## config.mk

```make
export PLATFORM = sky130hd
export DESIGN_NAME = pc_seq_ctrl
export DESIGN_NICKNAME = d
export VERILOG_FILES = /design/src/rtl/pc_seq_ctrl.sv
export SDC_FILE = /design/constraint.sdc
export NUM_CORES = 1
export LEC_CHECK = 0
export ABC_CLOCK_PERIOD_IN_PS = 3500
export CORE_MARGIN = 10
export CORE_UTILIZATION = 51
export CTS_CLUSTER_DIAMETER = 150
export DETAILED_ROUTE_END_ITERATION = 10
export GPL_TIMING_DRIVEN = 0
export PLACE_DENSITY = 0.84
export SETUP_SLACK_MARGIN = 0.15
export SYNTH_ARGS = -nofsm -noshare
export SYNTH_HDL_FRONTEND = slang
export SYNTH_SLANG_ARGS = --single-unit
export TNS_END_PERCENT = 20
```

## constraint.sdc

```tcl
create_clock -name clk -period 3.5 [get_ports clk]
set_input_delay 0.35 -clock clk [delete_from_list [all_inputs] [get_ports clk]]
set_output_delay 0.35 -clock clk [all_outputs]
set_load 0.01 [all_outputs]
```

## src/rtl/pc_seq_ctrl.sv

```systemverilog
// pc_seq_ctrl: multicycle control FSM for a small MIPS subset.
// It produces the PC, IR, register file and data memory enables and counts retired instructions.
module pc_seq_ctrl (
  input  logic        clk,
  input  logic        rst_n,
  input  logic [5:0]  op,
  input  logic [5:0]  funct,
  input  logic        zero,
  input  logic        mem_rdy,
  output logic        PCWr,
  output logic        IRWr,
  output logic [1:0]  NPCOp,
  output logic        RegWr,
  output logic        DMWr,
  output logic [2:0]  state,
  output logic [31:0] instr_cnt
);
  typedef enum logic [2:0] {FETCH = 3'd0, DECODE = 3'd1, EXE = 3'd2, MEM = 3'd3, WB = 3'd4} state_t;
  state_t cur, nxt;
  logic pc_wr, ir_wr, reg_wr, dm_wr, retire;
  logic [1:0] npc_op;
  logic rtype, addu, subu, jr, ori, lui, lw, sw, beq, j, jal, alu, legal;
  assign rtype = op == 6'b000000;
  assign addu  = rtype && funct == 6'b100001;
  assign subu  = rtype && funct == 6'b100011;
  assign jr    = rtype && funct == 6'b001000;
  assign ori   = op == 6'b001101;
  assign lui   = op == 6'b001111;
  assign lw    = op == 6'b100011;
  assign sw    = op == 6'b101011;
  assign beq   = op == 6'b000100;
  assign j     = op == 6'b000010;
  assign jal   = op == 6'b000011;
  assign alu   = addu | subu | ori | lui;
  assign legal = alu | lw | sw | beq | j | jal | jr;
  always_comb begin
    nxt    = FETCH;
    pc_wr  = 1'b0;
    ir_wr  = 1'b0;
    npc_op = 2'b00;
    reg_wr = 1'b0;
    dm_wr  = 1'b0;
    retire = 1'b0;
    case (cur)
      FETCH: begin
        ir_wr = mem_rdy;
        pc_wr = mem_rdy;
        nxt   = mem_rdy ? DECODE : FETCH;
      end
      DECODE: begin
        pc_wr  = j | jal | jr;
        npc_op = jr ? 2'b11 : (j | jal) ? 2'b10 : 2'b00;
        reg_wr = jal;
        retire = j | jal | jr;
        nxt    = (legal && !(j | jal | jr)) ? EXE : FETCH;
      end
      EXE: begin
        npc_op = beq ? 2'b01 : 2'b00;
        pc_wr  = beq & zero;
        retire = beq;
        nxt    = (lw | sw) ? MEM : alu ? WB : FETCH;
      end
      MEM: begin
        dm_wr  = sw;
        retire = sw;
        nxt    = lw ? WB : FETCH;
      end
      WB: begin
        reg_wr = 1'b1;
        retire = 1'b1;
      end
      default: nxt = FETCH;
    endcase
  end
  // Enables are masked by reset so nothing is written while the state register is being forced.
  assign PCWr  = rst_n & pc_wr;
  assign IRWr  = rst_n & ir_wr;
  assign RegWr = rst_n & reg_wr;
  assign DMWr  = rst_n & dm_wr;
  assign NPCOp = rst_n ? npc_op : 2'b00;
  assign state = cur;
  always_ff @(posedge clk or negedge rst_n) begin
    if (!rst_n) begin
      cur       <= FETCH;
      instr_cnt <= '0;
    end else begin
      cur <= nxt;
      if (retire) instr_cnt <= instr_cnt + 32'd1;
    end
  end
endmodule

```

==> results.md <==
- The fraction of final layout cells with drive strength greater than 1 is 12.4%.
- Synthesis produced a netlist with a net count of 202.
- The first global-routing pass estimated 8.74 mm of wire.
- The total half-perimeter wirelength after legalization and detailed placement is 3.92 mm.
- The power per standard cell area is 287 nW/um2.
- The most common library cell in the layout ignoring fill and taps is clkdlybuf4s50_1.
- The number of ports placed on the die boundary is 57.
- Detailed routing inserted a total of 1738 vias.
- Of the total synthesized cell area, the portion taken by XOR and XNOR cells is 13.3%.
- The number of rows in the core area is 22.
- The depth of the CTS H-tree is 2.
- The overall global routing resource usage is 14.8%.
- Entering global routing, the biggest net connects 40 pins.
- Counting stages on the worst path, the most repeated cell is clkdlybuf4s50_1.
- The number of hold violations in the final report is 0.
- The DRC violation count after routing is 0.
- The number of buffers on the longest clock path is 2.
- The register bit count reported by yosys is 35.
- After detailed routing, the number of vias per cell comes to 5.85.
- The finished layout holds 297 standard cells, fillers aside.
- The final-report setup violation count is 0.
- The count of cell types in the netlist is 40.
- The count of buffers added by post-CTS timing repair for setup is 0.
- The hold buffer count at CTS is 0.
- The die width is 83.2 um.
- The largest single stage delay on the critical path is 0.53 ns.
- Across the run, the number of max-cap violations was 0.
- The flow ran to the end, and the final reports show no timing, DRC or antenna violations.
- The total area inside the core boundary comes to 3770 um2.
- The slowest stage of the critical path is the clkdlybuf4s50_1 cell.
- At the worst endpoint, the arrival time is 2.45 ns.
- The worst setup path is launched from a primary input.
- The cell family with the largest share of critical-path delay is buffers and inverters.
- The count of synthesis-stage warnings from yosys is 0.
- The sum of negative setup slack is 0 ns.
- The vertical die dimension is 83.2 um.
- The average cell area after synthesis is 11.0 um2.
- The number of port buffers is 56.
- The detail route stage leaves a number of antenna-violating nets equal to 0.
- The number of antenna violations at the first check in global routing came to 0.
- The mux contribution to synthesized area is 0.554%.
- The final worst-path setup slack is 0.704 ns.
- Counting every sink on the clock net gives 35.
- The routed design could run at a clock period as short as 2.80 ns.
- For this configuration, the core starts out at a cell density of 53.9%.
- The required time at the endpoint of the critical path is 3.15 ns.
- The signal on the critical path passes through clkdlybuf4s50_1, nor3_1, and4_4, o21a_4, buf_4, o21ba_2, clkdlybuf4s50_1.
- The synthesized netlist cell count is 185.
- The sum of overflow across all layers after global routing is 0.
- The detailed-routing iteration count for the pre-antenna-repair pass is 4.
- After synthesis, the largest family of logic cells by area is simple AND/OR/NAND/NOR gates.
- The clock transition at the register clock pins on the worst setup and hold paths after CTS is 0.07 ns.
- Measured on the finished design, the core utilization comes to 72.4%.
- The type of destination of the critical path is an output port.
- After the last flow step, the layout net total stands at 265.
- The leakage power total is 1.10 nW.
- The CTS tree is done.
- After the first detailed-routing iteration, the DRC count stood at 78.
- In the layout the commonest cells are clkdlybuf4s50_1 (55), dfrtp_1 (35), xnor2_1 (31).
- Along the worst path, the maximum fanout reaches 10.
- After Yosys synthesis, full adders, half adders and majority gates account for 0.615% of the synthesized area.
- Counting both buffers and inverters, the worst setup path holds a total of 3.
- The final count of pins violating max slew is 0.
- The number of global-route vias before repair is 1756.
- The fraction of the yosys area taken by sequential cells is 43.1%.
- Timing would allow up to 358 MHz.
- The root buffer cell chosen for the clock tree is clkbuf_8.
- The routed wire length is 5.22 mm.
- The critical path in this run is classified as in -> out.
- The synthesized netlist occupies a cell area of 2030 um2.
- The congestion estimate from routability-driven global placement came to 0.857.
- Setup repair after global routing left no endpoint under its margin.
- The post-route clock skew is 0.00318 ns.
- Headroom to the max-slew limit came out at 43.4%.
- After detailed routing, the average wire length per cell comes to 17.6 um.
- VDD sags by at most 0.000250 V.
- The overall die area is 6920 um2.
- The transition at the pin with the smallest max-transition slack is 0.849 ns.
- From synthesis to final layout, the design area changed by 34.3%.
- The portion of the clock cycle consumed by the worst path in the final layout is 79.9%.
- The simple-gate share of the synthesized area is 19.4%.
- Once placement completed, the tool counted placed cells totaling 289.
- At the placement stage, the worst setup path has a slack of 0.699 ns.
- The worst min-delay path category is in -> async.
- The later pin in the worst-skew pair is clocked with a latency of 0.28 ns.
- 0 antenna diodes ended up in the layout.
- The share of the synthesized area in compound gates (AO/OA/AOI/OAI) is 18.4%.
- In this run, post-CTS repair resized a total of 0 instances.
- TritonCTS created 5 clock buffers.
==> synth_stat cells, drive strengths merged <==
master / count / area [um2]
clkbuf: 1 / 3.75
a21oi: 2 / 10.0
nor3: 3 / 26.3
xnor2: 31 / 272
a41oi: 1 / 8.76
nor3b: 1 / 7.51
nor2b: 2 / 20.0
and4bb: 1 / 12.5
and3b: 2 / 17.5
o21ai: 7 / 38.8
and2: 12 / 75.1
ha: 1 / 12.5
and3: 13 / 81.3
o2bb2ai: 1 / 8.76
dfrtp: 35 / 876
inv: 1 / 3.75
nor4b: 1 / 8.76
nand3: 4 / 20.0
o31ai: 1 / 7.51
nand2: 5 / 18.8
o21a: 1 / 15.0
nand3b: 2 / 15.0
mux2: 1 / 11.3
a21boi: 1 / 7.51
nand4: 2 / 12.5
nor2: 7 / 26.3
o2111ai: 21 / 215
buf: 11 / 87.6
nand2b: 1 / 6.26
and4: 5 / 46.3
o21ba: 1 / 10.0
o211ai: 6 / 45.0
a22oi: 1 / 7.51
==> per-stage QoR <==
stage	area (um2)	hold WS, ns	power (mW)
2_1_floorplan	2030	0.0544	0.462
3_3_place_gp	2660	0.463	0.517
3_5_place_dp	2650	0.477	0.518
4_1_cts	2730	0.194	0.791
5_1_grt	2730	0.223	0.820
6_report	2730	0.167	0.784
==> routing by layer <==
layer  up-vias  routed length (um)  track usage [%]
li1        824                   -                -
met1       854                2170             16.9
met2        56                2590             24.8
met3         4                 429             6.25
met4         0                  27             3.23
met5         -                   0                0
==> registers in the layout, summed over array words and instances, names as in the netlist <==
register,flops
instr_cnt,32
state,3
==> final timing paths <==
check	to	start	slack [ns]	depth (start not counted)
max in group asynchronous	instr_cnt[7]	rst_n	2.79	1
setup reg to reg	instr_cnt[20]	state[1]	1.72	6
min in group clk	instr_cnt[31]	instr_cnt[31]	0.49	1
hold reg to reg	instr_cnt[31]	instr_cnt[31]	0.49	1
setup / recovery	PCWr	op[2]	0.70	7
hold / removal	instr_cnt[17]	rst_n	0.17	1
==> cell type report <==
class	count	area, um2
clock inverters	1	5.00
clock buffers	7	76.3
multi-input cells	137	1060
repair buffers	56	556
inverters	1	3.75
flip-flops and latches	35	876
well taps	48	60.1
fillers	321	1040
plain buffers	12	91.3
==> cells by family (layout without fill, tap and decap cells) <==
group / count (synthesis) / after routing
DFF: 35 / 35
and+or+nand+nor: 61 / 61
xor gates and xnor gates: 31 / 31
AOI/OAI and AO/OA: 43 / 43
adders and majority gates: 1 / 1
buffers and inverters: 13 / 77
muxes: 1 / 1
==> worst register-to-register path, delay by kind of cell, from the launching register on <==
family	cells	cell delay [ns]
AND/OR/NAND/NOR	1	0.40
AO/OA/AOI/OAI	2	0.40
flip-flops	1	0.38
buffers and inverters	2	0.32
XOR/XNOR	1	0.17
==> where the power goes <==
group	switching (mW)	internal (mW)	leakage [nW]	total [mW]
Combinational	0.0392	0.0470	0.572	0.0862
Sequential	0.0102	0.413	0.486	0.423
Clock	0.135	0.139	0.0422	0.274
Note: power is estimated with default switching activity, not from simulation.
